**src/rtl/palette_pkg.sv**
```systemverilog
// Shared types and defaults for the palette arbiter.
package palette_pkg;

  // 12-bit colour as read from the palette ROM, red in the top nibble.
  typedef struct packed {
    logic [3:0] red;
    logic [3:0] green;
    logic [3:0] blue;
  } rgb12_t;

  typedef logic [7:0] pal_index_t;

  localparam pal_index_t TRANSPARENT_IDX_DEFAULT = 8'h00;

endpackage

```
**src/rtl/rr_arbiter.sv**
```systemverilog
// Combinational round-robin picker: first asserted request at or after ptr, circularly.
module rr_arbiter
  import palette_pkg::*;
#(
  parameter int unsigned N   = 4,
  parameter int unsigned IDW = (N > 1) ? $clog2(N) : 1
) (
  input  logic [N-1:0]   req,
  input  logic [IDW-1:0] ptr,
  input  logic           en,
  output logic [N-1:0]   gnt,
  output logic [IDW-1:0] gnt_id
);

  int unsigned idx;
  logic        found;

  // Scan offsets 0..N-1 from ptr; the first hit wins.
  always_comb begin
    gnt    = '0;
    gnt_id = '0;
    found  = 1'b0;
    idx    = 0;
    for (int unsigned k = 0; k < N; k++) begin
      idx = (32'(ptr) + k) % N;
      if (en && !found && req[idx]) begin
        found    = 1'b1;
        gnt[idx] = 1'b1;
        gnt_id   = IDW'(idx);
      end
    end
  end

endmodule

```
**src/rtl/palette_arbiter.sv**
```systemverilog
// Shares one combinational palette ROM among N_REQ pixel requesters; one lookup per clock,
// registered response tagged with the requester ID.
module palette_arbiter
  import palette_pkg::*;
#(
  parameter int unsigned N_REQ           = 4,
  parameter pal_index_t  TRANSPARENT_IDX = TRANSPARENT_IDX_DEFAULT,
  parameter int unsigned IDW             = (N_REQ > 1) ? $clog2(N_REQ) : 1
) (
  input  logic                 Clk,
  input  logic                 Reset,
  input  logic [N_REQ-1:0]     req_valid,
  input  logic [N_REQ*8-1:0]   req_index,
  output logic [N_REQ-1:0]     req_ready,
  output pal_index_t           pal_index,
  input  rgb12_t               pal_rgb,
  output logic                 rsp_valid,
  input  logic                 rsp_ready,
  output logic [IDW-1:0]       rsp_id,
  output rgb12_t               rsp_rgb,
  output logic                 rsp_transparent
);

  logic [IDW-1:0] rr_ptr;
  logic [N_REQ-1:0] gnt;
  logic [IDW-1:0] gnt_id;
  logic           gnt_any;
  logic           free;

  // Slot is free when empty or being drained this cycle; Reset masks grants combinationally.
  assign free    = !rsp_valid || rsp_ready;
  assign gnt_any = |gnt;
  assign req_ready = gnt;

  rr_arbiter #(
    .N   (N_REQ),
    .IDW (IDW)
  ) u_rr (
    .req    (req_valid),
    .ptr    (rr_ptr),
    .en     (free && !Reset),
    .gnt    (gnt),
    .gnt_id (gnt_id)
  );

  // Route the granted requester's index to the ROM; zero when idle.
  always_comb begin
    pal_index = 8'h00;
    for (int unsigned i = 0; i < N_REQ; i++) begin
      if (gnt[i]) pal_index = req_index[i*8 +: 8];
    end
  end

  // Response register and round-robin pointer.
  always_ff @(posedge Clk or posedge Reset) begin
    if (Reset) begin
      rsp_valid       <= 1'b0;
      rsp_id          <= '0;
      rsp_rgb         <= '0;
      rsp_transparent <= 1'b0;
      rr_ptr          <= '0;
    end else if (gnt_any) begin
      rsp_valid       <= 1'b1;
      rsp_id          <= gnt_id;
      rsp_rgb         <= pal_rgb;
      rsp_transparent <= (pal_index == TRANSPARENT_IDX);
      rr_ptr          <= (gnt_id == IDW'(N_REQ - 1)) ? '0 : gnt_id + 1'b1;
    end else if (rsp_ready) begin
      rsp_valid <= 1'b0;
    end
  end

endmodule

```
**config.mk**
```make
export PLATFORM = sky130hd
export DESIGN_NAME = palette_arbiter
export DESIGN_NICKNAME = d
export VERILOG_FILES = /design/src/rtl/palette_pkg.sv /design/src/rtl/rr_arbiter.sv /design/src/rtl/palette_arbiter.sv
export SDC_FILE = /design/constraint.sdc
export NUM_CORES = 1
export LEC_CHECK = 0
export ABC_AREA = 1
export CORE_MARGIN = 3
export CORE_UTILIZATION = 44
export CTS_CLUSTER_SIZE = 8
export DETAILED_ROUTE_END_ITERATION = 8
export PLACE_DENSITY = 0.95
export SLEW_MARGIN = 20
export SYNTH_ARGS = -nofsm -noshare
export SYNTH_HDL_FRONTEND = slang
export SYNTH_SLANG_ARGS = --single-unit
```
**constraint.sdc**
```tcl
create_clock -name Clk -period 6.2 [get_ports Clk]
set_input_delay 1.24 -clock Clk [delete_from_list [all_inputs] [get_ports Clk]]
set_output_delay 1.24 -clock Clk [all_outputs]
set_load 0.05 [all_outputs]
```
Word-level counts from Yosys, hierarchy flattened
Index checks and enable logic that the tools add are counted.

storage, ports and cells
  input port bits = 51
  bits in registers = 18
  logic and storage cells = 78
  output and inout bits = 28

operators by class
  $add $sub $neg = 4
  mux-type cells = 34
  eq/ne operators = 1
  order comparisons = 8
  reduce and logical (&&, ||, !) cells = 21
  bitwise operators = 3

operators by type and width
  operator               count
  $mux W8                4
  $mux W4                4
  $mux W1                13
  $logic_and A1 B1 Y1    12
  $lt A2 B3 Y1 const B   4
  $or A4 B4 Y4           3
  $mux W2                5
  $bmux W1 S2            4
  $demux W1 S2           4
  $ge A2 B1 Y1 const B   4
  $logic_not A8 Y1       1
  $logic_not A1 Y1       5
  $add A2 B1 Y2 const B  2
  $add A2 B2 Y2 const B  2
  $reduce_or A4 Y1       1
  $eq A2 B2 Y1 const B   1
  $reduce_bool A2 Y1     1
  $logic_or A1 B1 Y1     1

Longest topological paths before layout
Gate-level depths: netlist (run 1).

  word-level depth = 22
  gate-level depth with buffers = 19
  gate-level depth less buffers = 19

Hierarchy
From an unflattened synthesis (run 1), not the netlist that was laid out.

second synthesis, totals
  cells, all modules = 244
  area total of the unflattened synthesis = 1662.8 µm²

modules (own cells, without submodules)
  module           times used  area each (µm²)  cells an instance  sequential area each (µm²)
  palette_arbiter  1           1157.4           162                450.4
  rr_arbiter       1           505.5            82                 0.0

Worst setup path after synthesis (run 1)
Ideal clock, no wire load.

  kind = in2out
  from = in rsp_ready
  to = out pal_index[2]
  data arrival time = 2831 ps
  slack = 2129 ps
  required time = 4960 ps
  stages on the path = 15
  path buffers = 1
  cells stage by stage = inv_1 -> a21oi_1 -> inv_1 -> nor2_1 -> nand2_1 -> nand2_1 -> inv_1 -> nand3_2 -> buf_6 -> inv_4 -> nand2_1 -> nand2_1 -> nand2_1 -> nand2_1 -> inv_1

on the way
  elaborated cells on any way between the ends = 26
  those cells by class = mux: 11; bitwise: 3; reduce/logical: 12

RTL lines
  what                              RTL line               RTL
  start, declared                   palette_arbiter.sv:18  input logic rsp_ready,
  $logic_or A1 B1 Y1 (*)            palette_arbiter.sv:31  assign free = !rsp_valid || rsp_ready;
  $logic_and A1 B1 Y1 (*)           palette_arbiter.sv:41  .en (free && !Reset),
  $logic_and A1 B1 Y1               rr_arbiter.sv:26       if (en && !found && req[idx]) begin
  $mux W1                           rr_arbiter.sv:26
  $logic_not A1 Y1                  rr_arbiter.sv:26
  $logic_and A1 B1 Y1 (2 in a row)  rr_arbiter.sv:26
  $mux W1                           rr_arbiter.sv:26
  $logic_not A1 Y1                  rr_arbiter.sv:26
  $logic_and A1 B1 Y1 (2 in a row)  rr_arbiter.sv:26
  $mux W1                           rr_arbiter.sv:26
  $logic_not A1 Y1                  rr_arbiter.sv:26
  $logic_and A1 B1 Y1 (2 in a row)  rr_arbiter.sv:26
  $mux W4 (*)                       rr_arbiter.sv:26
  via req_ready[1]                  palette_arbiter.sv:14  output logic [N_REQ-1:0] req_ready,
  $mux W8 (*) (3 in a row)          palette_arbiter.sv:50  if (gnt[i]) pal_index = req_index[i*8 +: 8];
  end, declared                     palette_arbiter.sv:15  output pal_index_t pal_index,

Mark *: on every way through the listed nets, which the timed path passes. The rest lies on a longest branch.

Worst setup path in the final report (run 1)
  from = in rsp_ready
  to = out pal_index[4]

on the way
  cells in the longest elaborated chain, start to end = 20
  elaborated cells on any way between the ends = 26
  those cells by class = mux: 11; bitwise: 3; reduce/logical: 12

RTL lines
  what                              RTL line
  $logic_or A1 B1 Y1 (*)            palette_arbiter.sv:31
  $logic_and A1 B1 Y1 (*)           palette_arbiter.sv:41
  $logic_and A1 B1 Y1               rr_arbiter.sv:26
  $mux W1                           rr_arbiter.sv:26
  $logic_not A1 Y1                  rr_arbiter.sv:26
  $logic_and A1 B1 Y1 (2 in a row)  rr_arbiter.sv:26
  $mux W1                           rr_arbiter.sv:26
  $logic_not A1 Y1                  rr_arbiter.sv:26
  $logic_and A1 B1 Y1 (2 in a row)  rr_arbiter.sv:26
  $mux W1                           rr_arbiter.sv:26
  $logic_not A1 Y1                  rr_arbiter.sv:26
  $logic_and A1 B1 Y1 (2 in a row)  rr_arbiter.sv:26
  $mux W4 (*)                       rr_arbiter.sv:26
  $mux W8 (3 in a row)              palette_arbiter.sv:50
  $mux W8 (*)                       palette_arbiter.sv:50

Every way passes the cells marked *; elsewhere a longest branch is shown, timed or not.

==> results.json, run 1 <==
{
  "outcome": "finished, final reports clean",
  "fillerInstances": 301,
  "cp_max_fo": 11,
  "design.core.area_mm2": 0.00344,
  "fin_clk_skew_ns": 0.00335,
  "grt_start_max_net_pins": 19,
  "post_drt_wl_per_cell_um": 12.2,
  "synth-warning-count": 0,
  "timing_worst_setup_path_type": "in -> out",
  "worst_r2r_path_depth": 15,
  "critical_path_required_ns": 4.96,
  "floorplan.initialDensity_pct": 46.9,
  "setup_total_negative_slack_ns": 0,
  "num-nets-final": 383,
  "worstSetupStartpoint": "rsp_ready",
  "via_count_of_the_first_global_routing_pass": 1786,
  "post_drt_via_cell_ratio": 4.78,
  "place_ws_ns": 0.979,
  "critical_path.endpoint": "pal_index[4]",
  "dieWidth_um": 66.6,
  "insertion_delay_ns": 0.25,
  "synthToLayoutAreaGrowth_pct": 52.0,
  "global_route.overflow_total": 0,
  "yosys.cell_types.count": 29,
  "clock_sinks": 18,
  "tritoncts_clock_tree": "built",
  "synth.yosys.seq_area_share_pct": 27.9,
  "synth_cells": 248,
  "ff2ff_setup_slack_ns": 3.03,
  "cts_made_buffers": 3,
  "num_antenna_cells": 0,
  "grt_first_pass_wirelength_mm": 7.41,
  "layout-drive-gt1-share_pct": 9.57,
  "top_level_ports": 79,
  "ys_async_sr_fraction_pct": 100,
  "final_critical_path_setup_slack_ns": 0.934,
  "route.vias.total": 1769,
  "die-area_mm2": 0.00443,
  "antenna_found_initial": 0,
  "holdBufCountCts": 0,
  "timing.critical_path.from_type": "input pin",
  "place.gp.congestion": 0.826,
  "yosys.cell_count.top_type": "sky130_fd_sc_hd__nand2_1",
  "synth_commonest_cells": "sky130_fd_sc_hd__nand2_1 (109), sky130_fd_sc_hd__inv_1 (25), sky130_fd_sc_hd__dfrtp_1 (18)",
  "global_route.usage.total_pct": 20.9,
  "holdCritStartpoint": "rsp_rgb[6]$_DFFE_PP0P_",
  "timing.final.max_slew_violations": 0,
  "yosys_most_used_dff": "sky130_fd_sc_hd__dfrtp_1",
  "netlist.area_leader.share_pct": 27.9,
  "initialDrtViolationCount": 59,
  "wirelength_mm": 4.51,
  "timing.hold.worst.class": "reg -> reg",
  "synthesis.nets": 306,
  "postSynthAreaPerCell_um2": 6.51,
  "cts_repair_resize_count": 0,
  "route.antenna.remaining_nets": 0,
  "maximum_operating_frequency_mhz": 190,
  "count_of_endpoints_failing_setup_in_the_final_report": 0,
  "clk_pin_slew_ns": 0.07,
  "route.detailed.drc": 0,
  "slew_at_the_pin_closest_to_its_max_slew_limit_ns": 0.656,
  "worstReg2RegEnd": "rsp_transparent$_DFFE_PP0P_",
  "clock_tree.buffer_depth": 2,
  "ys_seq_elements": 18,
  "synth.largest_area_cell": "sky130_fd_sc_hd__dfrtp_1",
  "netlist_top_cells_area": "sky130_fd_sc_hd__dfrtp_1 (28%), sky130_fd_sc_hd__nand2_1 (25%), sky130_fd_sc_hd__inv_1 (5.8%)",
  "final-seq-area_um2": 450,
  "critical_path.endpoint_type": "output pin",
  "num_rows": 21,
  "ctsRootBufferMaster": "sky130_fd_sc_hd__clkbuf_8",
  "cap_viol_max_count": 0,
  "post-cts-setup-buffers": 0,
  "rsz0062_at_grt": "no",
  "place.port_buffers": 78,
  "chipHeight_um": 66.6,
  "place_hpwl_mm": 3.62,
  "worst-endpoint-arrival_ns": 4.03,
  "htreeDepth": 1,
  "period_share_pct": 84.9,
  "drtPass1Iterations": 4,
  "worst_slew_margin_rel_pct": 56.2,
  "synth_enable_flop_cells": 0,
  "multi_input_area_um2": 990,
  "synth.cell_area_mm2": 0.00161,
  "hold_viol_final": 0,
  "finalWorstPathRequiredPeriod_ns": 5.27
}
layout by cell type, fill, tap and decap left out:
cell type,instances
sky130_fd_sc_hd__nand4_1,1
sky130_fd_sc_hd__nand2_2,6
sky130_fd_sc_hd__inv_2,4
sky130_fd_sc_hd__dfrtp_1,18
sky130_fd_sc_hd__or2_1,3
sky130_fd_sc_hd__o21ai_1,1
sky130_fd_sc_hd__nand2_4,1
sky130_fd_sc_hd__nand2_1,109
sky130_fd_sc_hd__o21ai_0,4
sky130_fd_sc_hd__clkdlybuf4s50_1,78
sky130_fd_sc_hd__a22oi_1,1
sky130_fd_sc_hd__and2_1,1
sky130_fd_sc_hd__nand3_2,5
sky130_fd_sc_hd__nor2_1,12
sky130_fd_sc_hd__a21oi_1,14
sky130_fd_sc_hd__inv_4,1
sky130_fd_sc_hd__a21oi_2,2
sky130_fd_sc_hd__nor2_8,2
sky130_fd_sc_hd__ha_1,7
sky130_fd_sc_hd__nand3_4,2
sky130_fd_sc_hd__or2_0,2
sky130_fd_sc_hd__a31oi_1,1
sky130_fd_sc_hd__nor2_2,2
sky130_fd_sc_hd__inv_1,25
sky130_fd_sc_hd__clkbuf_8,4
sky130_fd_sc_hd__nor2_4,1
sky130_fd_sc_hd__clkinv_2,1
sky130_fd_sc_hd__nand3_1,16
metal layers:
metal / wire length (um) / up-vias / global-route usage (%)
met5: 0 / - / 0
met4: 76 / 0 / 6.09
met3: 467 / 10 / 5.73
met2: 2200 / 78 / 39.0
met1: 1770 / 767 / 22.7
li1: - / 914 / -
per-stage QoR:
step                utilization, %  instances  hold WS, ns  cell area, um2
global placement              69.7        366        0.453            2400
finish                        71.3        370        0.474            2450
detailed placement            69.7        366        0.461            2400
CTS                           71.3        370        0.479            2450
floorplan                        -        248        0.730            1610
global route                  71.3        370        0.500            2450
registers in the layout (all words and copies together) (netlist names), named ones only:
signal and count:
rr_ptr 1, rsp_id 2, rsp_rgb 12, rsp_valid 1
rsp_transparent 1
kinds of logic (layout without fill, tap and decap cells):
logic type	Yosys count	count (layout)	synth area share, %
adder cells (fa/ha/maj)	7	7	5.43
buffers and inverters	37	113	10.8
AND/OR/NAND/NOR	163	163	48.1
AO/OA/AOI/OAI	23	23	7.83
flip-flops	18	18	27.9
critical path, stage by stage:
cell and delay [ns]:
sky130_fd_sc_hd__clkdlybuf4s50_1 0.45, sky130_fd_sc_hd__inv_1 0.05, sky130_fd_sc_hd__a21oi_1 0.29, sky130_fd_sc_hd__inv_1 0.09, sky130_fd_sc_hd__nor2_1 0.30, sky130_fd_sc_hd__nand2_1 0.09, sky130_fd_sc_hd__nand2_1 0.08, sky130_fd_sc_hd__inv_1 0.04
sky130_fd_sc_hd__nand3_2 0.19, sky130_fd_sc_hd__inv_4 0.08, sky130_fd_sc_hd__nand2_1 0.07, sky130_fd_sc_hd__nand2_1 0.07, sky130_fd_sc_hd__nand2_1 0.07, sky130_fd_sc_hd__nand2_1 0.06, sky130_fd_sc_hd__inv_1 0.05, sky130_fd_sc_hd__clkdlybuf4s50_1 0.79
cell type report:
cell class	count	area share, %
tap	46	2.35
sequential	18	18.4
multi-input combinational	193	40.3
inverter	31	4.90
timing repair buffer	78	31.8
clock buffer	4	2.24
worst min path at each step:
stage / endpoint / cells past startpoint
2_1_floorplan: flop / 2
6_report: rsp_rgb[6]$_DFFE_PP0P_ / 2
4_1_cts: rsp_rgb[0]$_DFFE_PP0P_ / 2
3_5_place_dp: rsp_rgb[6]$_DFFE_PP0P_ / 2
5_1_grt: rsp_rgb[7]$_DFFE_PP0P_ / 2
3_3_place_gp: rsp_rgb[0]$_DFFE_PP0P_ / 2
Power of run 1 is not shown: default switching activity piles up to over one toggle a cycle in this logic, so the estimate is an artifact.
==> inputs of run 2 (changes only) <==
--- a/config.mk
+++ b/config.mk
@@ -7,10 +7,10 @@
 export LEC_CHECK = 0
 export ABC_AREA = 1
 export CORE_MARGIN = 3
-export CORE_UTILIZATION = 44
+export CORE_UTILIZATION = 41
 export CTS_CLUSTER_SIZE = 8
 export DETAILED_ROUTE_END_ITERATION = 8
-export PLACE_DENSITY = 0.95
+export PLACE_DENSITY = 0.9
 export SLEW_MARGIN = 20
 export SYNTH_ARGS = -nofsm -noshare
 export SYNTH_HDL_FRONTEND = slang
==> constraint.sdc (replaced) <==
create_clock -name Clk -period 5.5 [get_ports Clk]
set_input_delay 1.1 -clock Clk [delete_from_list [all_inputs] [get_ports Clk]]
set_output_delay 1.1 -clock Clk [all_outputs]
set_load 0.05 [all_outputs]
==> run 2 against run 1 <==
Hold slack barely moved. Via count up 0.40%. Highest routed layer unchanged. Die area up 6.7%. Cell count up 0.54%. Flip-flop and latch count did not move. Global-route usage fell by 2.4 points. Clock skew shrank 0.0020 ns. Register-to-register slack worse by 0.66 ns. First-iteration DRC count up 34%. Non-clock buffer count is the same.
==> results.json, run 2 (synthesis gave the netlist of run 1 again) <==
{
  "grt_first_pass_wirelength_mm": 6.75,
  "layout_commonest_cell": "sky130_fd_sc_hd__nand2_1",
  "critical_path_required_ns": 4.40,
  "regMostFlops": "rsp_rgb",
  "setup_total_negative_slack_ns": 0,
  "die-area_mm2": 0.00473,
  "cts_made_buffers": 3,
  "floorplan.initialDensity_pct": 43.4,
  "hold_viol_final": 0,
  "critical_path.endpoint": "pal_index[6]",
  "wirelength_mm": 4.40,
  "post_drt_via_cell_ratio": 4.77,
  "clock_tree.buffer_depth": 2,
  "period_share_pct": 90.3,
  "ctsRootBufferMaster": "sky130_fd_sc_hd__clkbuf_8",
  "holdCritStartpoint": "rsp_rgb[7]$_DFFE_PP0P_",
  "drt-met1-wl_mm": 1.72,
  "ff2ff_setup_slack_ns": 2.37,
  "num-nets-final": 383,
  "htreeDepth": 1,
  "global_route.overflow_total": 0,
  "top_layer_used": "met4",
  "critPathSlowestCell": "sky130_fd_sc_hd__clkdlybuf4s50_1",
  "layout-drive-gt1-share_pct": 9.57,
  "timing.final.max_slew_violations": 0,
  "chipHeight_um": 68.7,
  "critical_path.endpoint_type": "output pin",
  "finalWorstPathRequiredPeriod_ns": 4.97,
  "route.antenna.remaining_nets": 0,
  "maximum_operating_frequency_mhz": 201,
  "critical-path-top-cell-by-count": "sky130_fd_sc_hd__nand2_1",
  "post-cts-setup-buffers": 0,
  "via_count_of_the_first_global_routing_pass": 1601,
  "max_stage_delay_ns": 0.79,
  "routed-wl-met3_um": 536,
  "place_ws_ns": 0.549,
  "cts_repair_resize_count": 0,
  "placedCellCount": 368,
  "post_drt_wl_per_cell_um": 11.8,
  "timing_worst_setup_path_type": "in -> out",
  "fin_clk_skew_ns": 0.00139,
  "tritoncts_clock_tree": "built",
  "holdBufCountCts": 0,
  "place.port_buffers": 78,
  "cap_viol_max_count": 0,
  "count_of_endpoints_failing_setup_in_the_final_report": 0,
  "top_level_ports": 79,
  "worst_r2r_path_depth": 15,
  "largest_register_ffs": 12,
  "post_layout_nonfiller_instances": 372,
  "synthToLayoutAreaGrowth_pct": 52.2,
  "crit_path_cell_trace": "clkdlybuf4s50_1, inv_1, a21oi_1, inv_1, nor2_1, nand2_1, nand2_1, inv_1, nand3_2, inv_4, nand2_1, nand2_1, nand2_1, nand2_1, inv_1, clkdlybuf4s50_1",
  "clock_sinks": 18,
  "num_rows": 22,
  "timing.hold.worst.class": "reg -> reg",
  "route.vias.total": 1776,
  "grt_start_max_net_pins": 19,
  "dieWidth_um": 68.7,
  "final_critical_path_setup_slack_ns": 0.533,
  "worst_slew_margin_rel_pct": 57.2,
  "rsz0062_at_grt": "no",
  "largestRegisters": "rsp_rgb: 12 flops, rsp_id: 2 flops",
  "design.core.area_mm2": 0.00372,
  "global_route.usage.total_pct": 18.6,
  "slew_at_the_pin_closest_to_its_max_slew_limit_ns": 0.641,
  "outcome": "finished, final reports clean",
  "most-common-layout-cells": "sky130_fd_sc_hd__nand2_1 (109), sky130_fd_sc_hd__clkdlybuf4s50_1 (78), sky130_fd_sc_hd__inv_1 (25)",
  "antenna_found_initial": 0,
  "initialDrtViolationCount": 79,
  "fillerInstances": 345,
  "worst-endpoint-arrival_ns": 3.87,
  "cp_max_fo": 11,
  "place_hpwl_mm": 3.55,
  "place.gp.congestion": 0.801,
  "num_antenna_cells": 0,
  "worstSetupStartpoint": "rsp_ready",
  "drtPass1Iterations": 4,
  "timing.critical_path.from_type": "input pin",
  "routed-wl-met2_mm": 2.14,
  "clk_pin_slew_ns": 0.06,
  "insertion_delay_ns": 0.25,
  "route.detailed.drc": 0
}
==> run 2: cell type report <==
type,count,area (um2),area share [%]
clock buffers,4,55.1,2.24
inverters,31,120,4.89
multi-input cells,193,990,40.3
flip-flops and latches,18,450,18.3
well taps,48,60.1,2.45
repair buffers,78,781,31.8
==> run 2: worst max-delay path: cells and delay by family <==
| family | cells | cell delay, ns |
|---|---|---|
| compound gates | 1 | 0.30 |
| buf+inv | 7 | 1.53 |
| simple gates | 8 | 0.92 |
==> run 2: how the worst min path moves through the flow <==
stage                                    to  slack, ns  depth (start not counted)
floorplan                              flop       0.73                          2
global placement    rsp_rgb[11]$_DFFE_PP0P_       0.45                          2
detailed placement   rsp_rgb[7]$_DFFE_PP0P_       0.46                          2
CTS                  rsp_rgb[7]$_DFFE_PP0P_       0.48                          2
global route         rsp_rgb[7]$_DFFE_PP0P_       0.50                          2
finish               rsp_rgb[7]$_DFFE_PP0P_       0.47                          2
==> run 2: per-layer routing <==
metal | track usage, % | vias up
met3 | 5.51 | 2
met5 | 0 | -
li1 | - | 916
met2 | 35.4 | 76
met1 | 21.0 | 782
met4 | 1.46 | 0
==> run 2: stage by stage <==
step / util [%] / instance area (um2) / hold WS, ns
finish: 66.1 / 2460 / 0.474
global route: 66.1 / 2460 / 0.499
CTS: 66.1 / 2460 / 0.479
detailed placement: 64.6 / 2400 / 0.462
global placement: 64.6 / 2400 / 0.454
floorplan: - / 1610 / 0.730
Power of run 2 is left out for the same reason.
==> inputs of run 3 (changes only) <==
--- a/config.mk
+++ b/config.mk
@@ -10,8 +10,9 @@
 export CORE_UTILIZATION = 41
 export CTS_CLUSTER_SIZE = 8
 export DETAILED_ROUTE_END_ITERATION = 8
-export PLACE_DENSITY = 0.9
+export PLACE_DENSITY = 0.89
 export SLEW_MARGIN = 20
 export SYNTH_ARGS = -nofsm -noshare
 export SYNTH_HDL_FRONTEND = slang
+export SYNTH_HIERARCHICAL = 1
 export SYNTH_SLANG_ARGS = --single-unit
==> run 3 against run 2 <==
Flip-flop and latch count stayed put. Hold slack got worse by 0.0060 ns. Sequential share of layout area shrank 0.11 points. Worst setup slack lost 0.20 ns. Die area rose by 2.8%. Clock-buffer cell count is 1 lower. Clock skew about the same. Cell count decreased by 1.6%. First-iteration DRC count decreased by 15%. Maximum frequency shrank 3.9%. Global-route usage up 0.26 points. Wire length grew 4.2%.
==> results.json, run 3 <==
{
  "outcome": "finished, final reports clean",
  "p_sw_share_pct": 60.4,
  "critical_path.endpoint_type": "output pin",
  "global_route.overflow_total": 0,
  "synth_enable_flop_cells": 0,
  "post_synth_and_or_nand_nor_area_fraction_pct": 46.9,
  "yosys.cell_count.top_type": "sky130_fd_sc_hd__nand2_1",
  "place.gp.congestion": 0.935,
  "netlist_top_cells_area": "sky130_fd_sc_hd__dfrtp_1 (27%), sky130_fd_sc_hd__nand2_1 (21%), sky130_fd_sc_hd__nand3_1 (9.9%)",
  "htreeDepth": 1,
  "regMostFlops": "rsp_rgb",
  "powerDensity_mw_per_mm2": 727,
  "cp_max_fo": 10,
  "place.port_buffers": 78,
  "period_share_pct": 94.0,
  "place_hpwl_mm": 3.63,
  "synth-warning-count": 6,
  "drtPass1Iterations": 4,
  "timing_worst_setup_path_type": "in -> out",
  "largest_register_ffs": 12,
  "dieWidth_um": 69.7,
  "layout_commonest_cell": "sky130_fd_sc_hd__nand2_1",
  "peakVddDrop_v": 0.000423,
  "routed-wl-met2_mm": 2.15,
  "share_of_the_synthesized_area_in_compound_gates_ao_oa_aoi_oai_pct": 6.77,
  "synth_mux_area_share_pct": 0,
  "ys_seq_elements": 18,
  "maximum_operating_frequency_mhz": 193,
  "cap_viol_max_count": 0,
  "hold_viol_final": 0,
  "synthToLayoutAreaGrowth_pct": 48.6,
  "timing.final.max_slew_violations": 0,
  "routed-wl-met3_um": 399,
  "count_of_endpoints_failing_setup_in_the_final_report": 0,
  "timing.critical_path.buf_inv": 3,
  "num-nets-final": 380,
  "synth_commonest_cells": "sky130_fd_sc_hd__nand2_1 (94), sky130_fd_sc_hd__nand3_1 (33), sky130_fd_sc_hd__inv_1 (24)",
  "antenna_found_initial": 0,
  "insertion_delay_ns": 0.24,
  "yosys.cell_types.count": 25,
  "grt_first_pass_wirelength_mm": 7.77,
  "worst-endpoint-arrival_ns": 4.07,
  "timing.hold.worst.class": "reg -> reg",
  "share_clk_of_total_power_pct": 4.8,
  "min_delay_path_depth": 2,
  "clk_pin_slew_ns": 0.06,
  "critical_path_required_ns": 4.40,
  "post_synth_xor_area_fraction_pct": 0,
  "postLayoutCellArea_mm2": 0.00247,
  "synthAdderAreaFrac_pct": 6.77,
  "timing.critical_path.from_type": "input pin",
  "synth.largest_area_cell": "sky130_fd_sc_hd__dfrtp_1",
  "main_combinational_cell_family_by_area_after_synthesis": "simple AND/OR/NAND/NOR gates",
  "holdCritStartpoint": "rsp_id[0]$_DFFE_PP0P_",
  "power.share.combinational_pct": 81.3,
  "clock_sinks": 18,
  "slew_at_the_pin_closest_to_its_max_slew_limit_ns": 0.673,
  "worst_r2r_path_depth": 17,
  "top_layer_used": "met3",
  "tritoncts_clock_tree": "built",
  "cp_num_cells": 13,
  "post-cts-setup-buffers": 0,
  "worst_slew_margin_rel_pct": 55.1,
  "ff2ff_setup_slack_ns": 2.36,
  "yosys_most_used_dff": "sky130_fd_sc_hd__dfrtp_1",
  "finalWorstPathRequiredPeriod_ns": 5.17,
  "p_leak_nw": 1.25,
  "wirelength_mm": 4.59,
  "fin_clk_skew_ns": 0.000973,
  "crit_family": "buffers and inverters",
  "floorplan.initialDensity_pct": 44.1,
  "cell_internal_pwr_mw": 0.712,
  "route.detailed.drc": 0,
  "clock_tree.buffer_depth": 2,
  "postSynthAreaPerCell_um2": 6.81,
  "worstReg2RegEnd": "rsp_transparent$_DFFE_PP0P_",
  "cts_repair_resize_count": 0,
  "largestRegisters": "rsp_rgb: 12 flops, rr_ptr: 2 flops, rsp_id: 2 flops",
  "synth.yosys.seq_area_share_pct": 27.1,
  "top_level_ports": 79,
  "ys_async_sr_fraction_pct": 100,
  "grt_start_max_net_pins": 20,
  "ctsRootBufferMaster": "sky130_fd_sc_hd__clkbuf_8",
  "design.core.area_mm2": 0.00377,
  "total_switching_power_mw": 1.09,
  "post_drt_wl_per_cell_um": 12.5,
  "most-common-layout-cells": "sky130_fd_sc_hd__nand2_1 (94), sky130_fd_sc_hd__clkdlybuf4s50_1 (78), sky130_fd_sc_hd__nand3_1 (33)",
  "die-area_mm2": 0.00486,
  "whs_endpoint": "rsp_id[0]$_DFFE_PP0P_",
  "global_route.usage.total_pct": 18.8,
  "drt-met1-wl_mm": 2.04,
  "chipHeight_um": 69.7,
  "synth_cells": 244,
  "num_antenna_cells": 0,
  "post_drt_via_cell_ratio": 4.94,
  "seqPwrFrac_pct": 13.8,
  "initialDrtViolationCount": 67,
  "critPathSlowestCell": "sky130_fd_sc_hd__clkdlybuf4s50_1",
  "synthesis.nets": 304,
  "setup_total_negative_slack_ns": 0,
  "crit_path_cell_trace": "clkdlybuf4s50_1, nand2_1, nand3_1, and2_1, nor2_8, nand3_1, nand3_1, inv_4, nand3_1, nand2_1, nand2_1, nand2_1, clkdlybuf4s50_1",
  "launch_point_of_the_worst_reg_to_reg_path": "rr_ptr[0]$_DFFE_PP0P_",
  "holdBufCountCts": 0,
  "via_count_of_the_first_global_routing_pass": 1694,
  "cts_made_buffers": 3,
  "synth.cell_area_mm2": 0.00166,
  "netlist.area_leader.share_pct": 27.1,
  "route.vias.total": 1807,
  "detailed_place.area_mm2": 0.00243,
  "max_stage_delay_ns": 0.81,
  "rsz0062_at_grt": "no",
  "layout-drive-gt1-share_pct": 10.7,
  "route.antenna.remaining_nets": 0,
  "num_rows": 22
}
## run 3: worst reg2reg max path: cells and delay by family (launching register included)
kind	cells	cell delay (ns)
compound gates	1	0.15
fa+ha+maj	1	0.39
buf+inv	4	0.49
flops	1	0.60
simple gates	11	1.47
## run 3: per-stage QoR
step	worst slack [ns]	hold WS (ns)	cells	total power, mW	utilization [%]
after CTS	0.370	0.473	366	1.81	65.5
after detailed placement	0.372	0.457	363	1.72	64.4
final	0.329	0.468	366	1.80	65.5
after floorplan	1.29	0.602	244	1.36	-
after global placement	0.413	0.455	363	1.70	64.4
after global routing	0.0900	0.504	366	1.94	65.5
## run 3: how the worst max path moves through the flow
stage	from	endpoint	slack [ns]
5_1_grt	req_valid[1]	pal_index[3]	0.09
2_1_floorplan	rsp_ready	pal_index[0]	1.29
3_3_place_gp	req_valid[1]	pal_index[5]	0.41
3_5_place_dp	req_valid[1]	pal_index[3]	0.37
6_report	req_valid[1]	pal_index[3]	0.33
4_1_cts	req_valid[1]	pal_index[3]	0.37
## run 3: cells by family after synthesis
logic type / Yosys count
simple gates: 164
buf+inv: 38
flops: 18
compound gates: 15
fa+ha+maj: 9
## run 3: per-layer routing
| metal | GRT usage [%] | vias to the layer above |
|---|---|---|
| met1 | 25.9 | 809 |
| met5 | 0 | - |
| met2 | 32.0 | 79 |
| li1 | - | 919 |
| met3 | 3.33 | 0 |
| met4 | 1.70 | 0 |
## run 3: power by group through the flow
stage / Sequential, mW / Clock (mW) / Combinational, mW
2_1_floorplan: 0.427 / 0 / 0.930
3_3_place_gp: 0.251 / 0 / 1.44
3_5_place_dp: 0.251 / 0 / 1.47
4_1_cts: 0.251 / 0.0895 / 1.47
5_1_grt: 0.260 / 0.0949 / 1.59
6_report: 0.249 / 0.0871 / 1.46
## run 3: final cells by class
class                           instances  area, um2
Multi-Input combinational cell        188       1000
Sequential cell                        18        450
Timing Repair Buffer                   80        796
Clock buffer                            3       41.3
Inverter                               29        119
Tap cell                               48       60.1
Fill cell                             359       1300
Note: power is estimated with default switching activity, not from simulation.
